File: src/rtl/dlx_mem_ctrl.sv
// dlx_mem_ctrl - memory sequencer between the DLX control unit and a
// single-ported 32-bit synchronous SRAM.
//
// The CU makes a byte/half/word request. This block turns it into an SRAM
// access with WAIT_STATES extra cycles and big-endian lane steering. It stalls
// the CU through o_mem_wait until the access completes. It also shares the
// SRAM with a word-only program-loader port, using round-robin arbitration.
//
// Ports
//   i_clock, i_reset            clock (rising edge), sync active-high reset
//   i_mem_read/i_mem_write      CU request (write wins if both are high)
//   i_mem_op                    00 byte, 01 half, 1x word
//   i_mem_addr, i_mem_wdata     byte address, right-justified write data
//   o_mem_rdata                 right-justified, zero-extended read data
//   o_mem_wait                  CU stall, combinational from the request
//   o_mem_align_err             one-cycle pulse on a misaligned CPU access
//   i_ldr_req/we/addr/wdata     loader request (word access only)
//   o_ldr_gnt, o_ldr_done       loader ownership / completion pulse
//   o_ram_cs/we/be/addr/wdata   SRAM command, i_ram_rdata SRAM read data
module dlx_mem_ctrl #(
  parameter int unsigned WAIT_STATES = 2
) (
  input  logic        i_clock,
  input  logic        i_reset,
  input  logic        i_mem_read,
  input  logic        i_mem_write,
  input  logic [1:0]  i_mem_op,
  input  logic [31:0] i_mem_addr,
  input  logic [31:0] i_mem_wdata,
  output logic [31:0] o_mem_rdata,
  output logic        o_mem_wait,
  output logic        o_mem_align_err,
  input  logic        i_ldr_req,
  input  logic        i_ldr_we,
  input  logic [31:0] i_ldr_addr,
  input  logic [31:0] i_ldr_wdata,
  output logic        o_ldr_gnt,
  output logic        o_ldr_done,
  output logic        o_ram_cs,
  output logic        o_ram_we,
  output logic [3:0]  o_ram_be,
  output logic [29:0] o_ram_addr,
  output logic [31:0] o_ram_wdata,
  input  logic [31:0] i_ram_rdata
);

  typedef enum logic [1:0] {ST_IDLE, ST_ACCESS, ST_WAIT, ST_DONE} state_t;

  localparam logic [3:0] LP_WLOAD = (WAIT_STATES == 0) ? 4'd0 : 4'(WAIT_STATES - 1);

  state_t      r_state;
  logic [3:0]  r_wcnt;
  logic        r_last_ldr;
  logic        r_owner_ldr;
  logic [1:0]  r_op;
  logic [1:0]  r_lane;
  logic        r_ram_cs;
  logic        r_ram_we;
  logic [3:0]  r_ram_be;
  logic [29:0] r_ram_addr;
  logic [31:0] r_ram_wdata;
  logic [31:0] r_mem_rdata;
  logic        r_align_err;
  logic        r_ldr_gnt;
  logic        r_ldr_done;
  logic        r_cpu_done;

  logic w_cpu_req;
  logic w_grant_ldr;
  logic w_misalign;
  logic w_enter_done;
  logic w_unused;

  // Big-endian byte enables: bit 3 is the lowest byte address.
  function automatic logic [3:0] f_be(input logic [1:0] op, input logic [1:0] lane);
    case (op)
      2'b00:   f_be = 4'b1000 >> lane;
      2'b01:   f_be = lane[1] ? 4'b0011 : 4'b1100;
      default: f_be = 4'b1111;
    endcase
  endfunction

  // Replicate the right-justified data across all lanes so be alone selects it.
  function automatic logic [31:0] f_wdata(input logic [1:0] op, input logic [31:0] wd);
    case (op)
      2'b00:   f_wdata = {4{wd[7:0]}};
      2'b01:   f_wdata = {2{wd[15:0]}};
      default: f_wdata = wd;
    endcase
  endfunction

  // Move the addressed lane down to bit 0 and zero-extend.
  function automatic logic [31:0] f_rdata(input logic [1:0] op, input logic [1:0] lane,
                                          input logic [31:0] rd);
    logic [31:0] sh;
    sh = rd >> {~lane, 3'b000};
    case (op)
      2'b00:   f_rdata = {24'd0, sh[7:0]};
      2'b01:   f_rdata = lane[1] ? {16'd0, rd[15:0]} : {16'd0, rd[31:16]};
      default: f_rdata = rd;
    endcase
  endfunction

  assign w_cpu_req   = i_mem_read | i_mem_write;
  // A tie goes to whichever source did not own the previous access.
  assign w_grant_ldr = i_ldr_req & (~w_cpu_req | ~r_last_ldr);
  assign w_misalign  = (i_mem_op == 2'b00) ? 1'b0 :
                       (i_mem_op == 2'b01) ? i_mem_addr[0] :
                                             (i_mem_addr[1:0] != 2'b00);
  assign w_enter_done = ((r_state == ST_ACCESS) && (WAIT_STATES == 0)) ||
                        ((r_state == ST_WAIT) && (r_wcnt == 4'd0));
  assign w_unused     = ^i_ldr_addr[1:0];

  always_ff @(posedge i_clock) begin
    if (i_reset) begin
      r_state     <= ST_IDLE;
      r_wcnt      <= 4'd0;
      r_last_ldr  <= 1'b1;
      r_owner_ldr <= 1'b0;
      r_ram_cs    <= 1'b0;
      r_ram_we    <= 1'b0;
      r_ram_be    <= 4'd0;
      r_ram_addr  <= 30'd0;
      r_ram_wdata <= 32'd0;
      r_mem_rdata <= 32'd0;
      r_align_err <= 1'b0;
      r_ldr_gnt   <= 1'b0;
      r_ldr_done  <= 1'b0;
      r_cpu_done  <= 1'b0;
    end else begin
      r_align_err <= 1'b0;
      r_ldr_done  <= 1'b0;
      r_cpu_done  <= 1'b0;
      case (r_state)
        ST_IDLE: begin
          if (w_grant_ldr) begin
            r_owner_ldr <= 1'b1;
            r_last_ldr  <= 1'b1;
            r_ldr_gnt   <= 1'b1;
            r_op        <= 2'b10;
            r_lane      <= 2'b00;
            r_ram_cs    <= 1'b1;
            r_ram_we    <= i_ldr_we;
            r_ram_be    <= 4'b1111;
            r_ram_addr  <= i_ldr_addr[31:2];
            r_ram_wdata <= i_ldr_wdata;
            r_state     <= ST_ACCESS;
          end else if (w_cpu_req) begin
            r_owner_ldr <= 1'b0;
            r_last_ldr  <= 1'b0;
            if (w_misalign) begin
              // Rejected without touching the SRAM.
              r_align_err <= 1'b1;
              r_cpu_done  <= 1'b1;
              r_mem_rdata <= 32'd0;
              r_state     <= ST_DONE;
            end else begin
              r_op        <= i_mem_op;
              r_lane      <= i_mem_addr[1:0];
              r_ram_cs    <= 1'b1;
              r_ram_we    <= i_mem_write;
              r_ram_be    <= f_be(i_mem_op, i_mem_addr[1:0]);
              r_ram_addr  <= i_mem_addr[31:2];
              r_ram_wdata <= f_wdata(i_mem_op, i_mem_wdata);
              r_state     <= ST_ACCESS;
            end
          end
        end
        ST_ACCESS: begin
          if (WAIT_STATES != 0) begin
            r_wcnt  <= LP_WLOAD;
            r_state <= ST_WAIT;
          end
        end
        ST_WAIT: begin
          if (r_wcnt != 4'd0) r_wcnt <= r_wcnt - 4'd1;
        end
        default: begin
          r_ldr_gnt <= 1'b0;
          r_state   <= ST_IDLE;
        end
      endcase

      // Last access cycle: capture read data and release the SRAM.
      if (w_enter_done) begin
        r_ram_cs    <= 1'b0;
        r_ram_we    <= 1'b0;
        r_mem_rdata <= f_rdata(r_op, r_lane, i_ram_rdata);
        if (r_owner_ldr) r_ldr_done <= 1'b1;
        else             r_cpu_done <= 1'b1;
        r_state     <= ST_DONE;
      end
    end
  end

  assign o_mem_wait      = w_cpu_req & ~r_cpu_done;
  assign o_mem_rdata     = r_mem_rdata;
  assign o_mem_align_err = r_align_err;
  assign o_ldr_gnt       = r_ldr_gnt;
  assign o_ldr_done      = r_ldr_done;
  assign o_ram_cs        = r_ram_cs;
  assign o_ram_we        = r_ram_we;
  assign o_ram_be        = r_ram_be;
  assign o_ram_addr      = r_ram_addr;
  assign o_ram_wdata     = r_ram_wdata;

endmodule

File: config.mk
export PLATFORM = sky130hd
export DESIGN_NAME = dlx_mem_ctrl
export DESIGN_NICKNAME = d
export VERILOG_FILES = /design/src/rtl/dlx_mem_ctrl.sv
export SDC_FILE = /design/constraint.sdc
export NUM_CORES = 1
export LEC_CHECK = 0
export ABC_AREA = 1
export CORE_ASPECT_RATIO = 1.1
export CORE_MARGIN = 10
export CORE_UTILIZATION = 35
export CTS_CLUSTER_DIAMETER = 50
export CTS_CLUSTER_SIZE = 28
export DETAILED_ROUTE_END_ITERATION = 10
export GPL_ROUTABILITY_DRIVEN = 0
export GPL_TIMING_DRIVEN = 0
export PLACE_DENSITY = 0.68
export RECOVER_POWER = 100
export SLEW_MARGIN = 20
export SYNTH_ARGS = -nofsm -noshare
export SYNTH_HDL_FRONTEND = slang
export SYNTH_SLANG_ARGS = --single-unit
File: constraint.sdc
create_clock -name i_clock -period 5.2 [get_ports i_clock]
set_clock_uncertainty 0.15 [all_clocks]
set_input_delay 1.04 -clock i_clock [delete_from_list [all_inputs] [get_ports i_clock]]
set_output_delay 1.04 -clock i_clock [all_outputs]
set_load 0.005 [all_outputs]
==> impl_metrics.py <==
metrics = {
    "outcome": {
        "status": "completed",
    },
    "route": {
        "vias": 7309,
        "wl_per_cell_microns": 16.0,
        "detail-route-antenna-nets": 0,
        "drtPass1Iterations": 5,
        "wirelength_mm": 25.5,
        "drc": 0,
        "avgViaCountPerCell": 4.59,
        "dr.first_iter.drc_count": 392,
    },
    "sta": {
        "hold_ws_ps": 297,
        "period_minus_slack_ps": 3620,
        "final.setup.worst_slack_ps": 1580,
        "max_slew_margin_pct": 34.7,
        "fmax_mhz": 276,
        "setup_tns_ps": 0,
        "tightest_slew_ps": 971,
        "grt_setup_unrepaired": "no",
        "period_share_pct": 69.6,
        "final_hold_viol_count": 0,
        "finalMaxSlewViolations": 0,
        "setup_violations": 0,
    },
    "worst_setup_path": {
        "critPathCaptureType": "output pin",
        "cp_max_fo": 3,
        "arrival_ps": 2430,
        "crit_required_ps": 4010,
        "start_kind": "primary input",
        "worstSetupPathType": "primary input to output pin",
    },
    "logic_synthesis": {
        "synth-seq-cells": 116,
        "syn-num-nets": 1224,
        "synth.most_common_cell": "nand2_1",
        "syn_avg_cell_area_sq_um": 6.06,
        "syn-instance-count": 1052,
        "ys.flop_type": "dfxtp_1",
        "synth_compound_area_share_pct": 5.58,
        "synthTopCellsByArea": "dfxtp_1, nand2_1, nor2_1",
        "synth-xor-area-share_pct": 0.137,
        "yosys_warnings": 0,
        "seq_area_frac_synth_pct": 37.1,
        "synth_area_sq_um": 6370,
        "yosysTopAreaCellShare_pct": 35.2,
        "yosys.area_share.simple_pct": 43.9,
        "ys_async_sr_fraction_pct": 0,
        "synth_mux_area_share_pct": 0,
        "synth_edf_count": 4,
        "yosys.area.top_type": "dfxtp_1",
        "ys_types": 34,
        "yosys.area_share.adder_pct": 0.785,
        "synth_top_family_by_area": "simple AND/OR/NAND/NOR gates",
        "yosys-top-cells-count": "nand2_1, nor2_1, dfxtp_1",
    },
    "floorplan": {
        "pin_count": 272,
        "rows": 51,
        "die_h_microns": 162,
        "coreArea_sq_um": 17800,
        "die_w_microns": 149,
        "die_area_sq_um": 24000,
        "initial_core_util_pct": 35.8,
    },
    "cells_and_area": {
        "area_growth_pct": 54.1,
        "register_area_sq_um": 2360,
        "drive_above_1_share_pct": 4.14,
        "fillerInstances": 1813,
        "nets": 1512,
        "fin_util_pct": 55.2,
        "multi_input_area_sq_um": 3180,
    },
    "grt": {
        "grt_pass1_vias": 7041,
        "grt_pass1_wl_mm": 38.1,
        "track_usage_pct": 20.3,
        "antenna_found_initial": 4,
        "grt_max_degree": 17,
        "overflow": 0,
    },
    "clock_tree": {
        "cts_buffer_depth": 2,
        "clock_sinks": 116,
        "postCtsSetupBuffers": 0,
        "clk_transition_reported_paths_ps": 50,
        "clock-root-buffer": "clkbuf_16",
        "cts_hold_buf": 0,
        "cts_tree": "done",
        "ctsResizeCount": 0,
        "htreeDepth": 4,
        "clkLatencyLatePin_ps": 420,
        "cts_made_buffers": 17,
    },
    "run": {
        "max-cap-violations": 0,
    },
    "place": {
        "place_ws_ps": 1780,
        "io_buffers": 269,
        "dp_hpwl_mm": 20.5,
    },
    "pwr": {
        "p_per_area_nw_per_um2": 432,
        "ir_drop_mv": 0.247,
        "p_leak_nw": 4.95,
    },
    "hold_path": {
        "hold_class": "flop to flop",
    },
}
## cell type report
class	instances	area share, %
multi-input cells	773	32.4
repair buffers	269	27.4
flip-flops and latches	116	24.1
clock buffers	21	4.69
inverters	107	4.09
well taps	238	3.03
plain buffers	56	2.90
clock inverters	11	1.35
diodes	2	0.0510
## per-layer routing
layer,part of all wire (%),GRT usage [%]
met2,49,34.9
met1,38,21.5
met4,1.8,7.30
met3,11,9.14
met5,0.11,0
## flip-flops by register name, indices dropped and copies added (netlist names), 2 cells and up
| register | count |
|---|---|
| o_mem_rdata | 32 |
| o_ram_addr | 30 |
| o_ram_be | 4 |
| r_wcnt | 4 |
| r_state | 2 |
| r_lane | 2 |
| r_op | 2 |
| o_ram_wdata | 32 |
## cell families (layout without fill, tap and decap cells)
group	after synthesis	after routing
xor+xnor	1	1
flops	116	116
simple gates	705	705
fa+ha+maj	4	4
buf+inv	163	464
compound gates	63	63
other cells	0	2
## cells in the final DEF (no fill, tap or decap), types with 3 or more instances in the layout
master,count
nand2_1,473
clkdlybuf4s50_1,163
nor2_1,153
dfxtp_1,112
dlygate4sd3_1,106
inv_1,103
nand3_1,61
clkbuf_1,36
o21ai_0,24
a21oi_1,23
clkbuf_16,17
nand4_1,11
a22oi_1,8
clkinv_2,7
buf_6,6
buf_2,6
buf_4,6
buf_1,4
ha_1,4
edfxtp_1,4
inv_2,3
bufinv_16,3
## power breakdown
part	leakage (nW)	switching [mW]	internal (mW)
logic	3.70	1.02	0.777
clock network	0.296	0.417	0.772
registers	0.957	0.117	1.15
## metrics by stage
| step | power (mW) | instances | instance area, sq um |
|---|---|---|---|
| after floorplan | 2.35 | 1052 | 6370 |
| after global placement | 3.24 | 1559 | 9360 |
| final | 4.25 | 1593 | 9820 |
| after CTS | 4.47 | 1591 | 9960 |
| after global routing | 4.57 | 1592 | 9820 |
| after detailed placement | 3.26 | 1559 | 9360 |
## path summary, 6_finish.rpt
check / startpoint / to / slack [ps] / depth (start not counted)
min reg2reg: o_ram_cs$_SDFFE_PP0P_ / o_ram_cs$_SDFFE_PP0P_ / 300 / 2
max: i_mem_write / o_mem_wait / 1580 / 4
max reg2reg: r_state[0]$_SDFFE_PP0P_ / o_ram_be[2]$_SDFFE_PP0P_ / 2660 / 10
min: o_ram_cs$_SDFFE_PP0P_ / o_ram_cs$_SDFFE_PP0P_ / 300 / 2
## worst max-delay path, stage by stage
cell           delay [ps]
dlygate4sd3_1         560
nor2_1                190
nor2_1                 70
dlygate4sd3_1         580
Note: power is estimated with default switching activity, not from simulation.
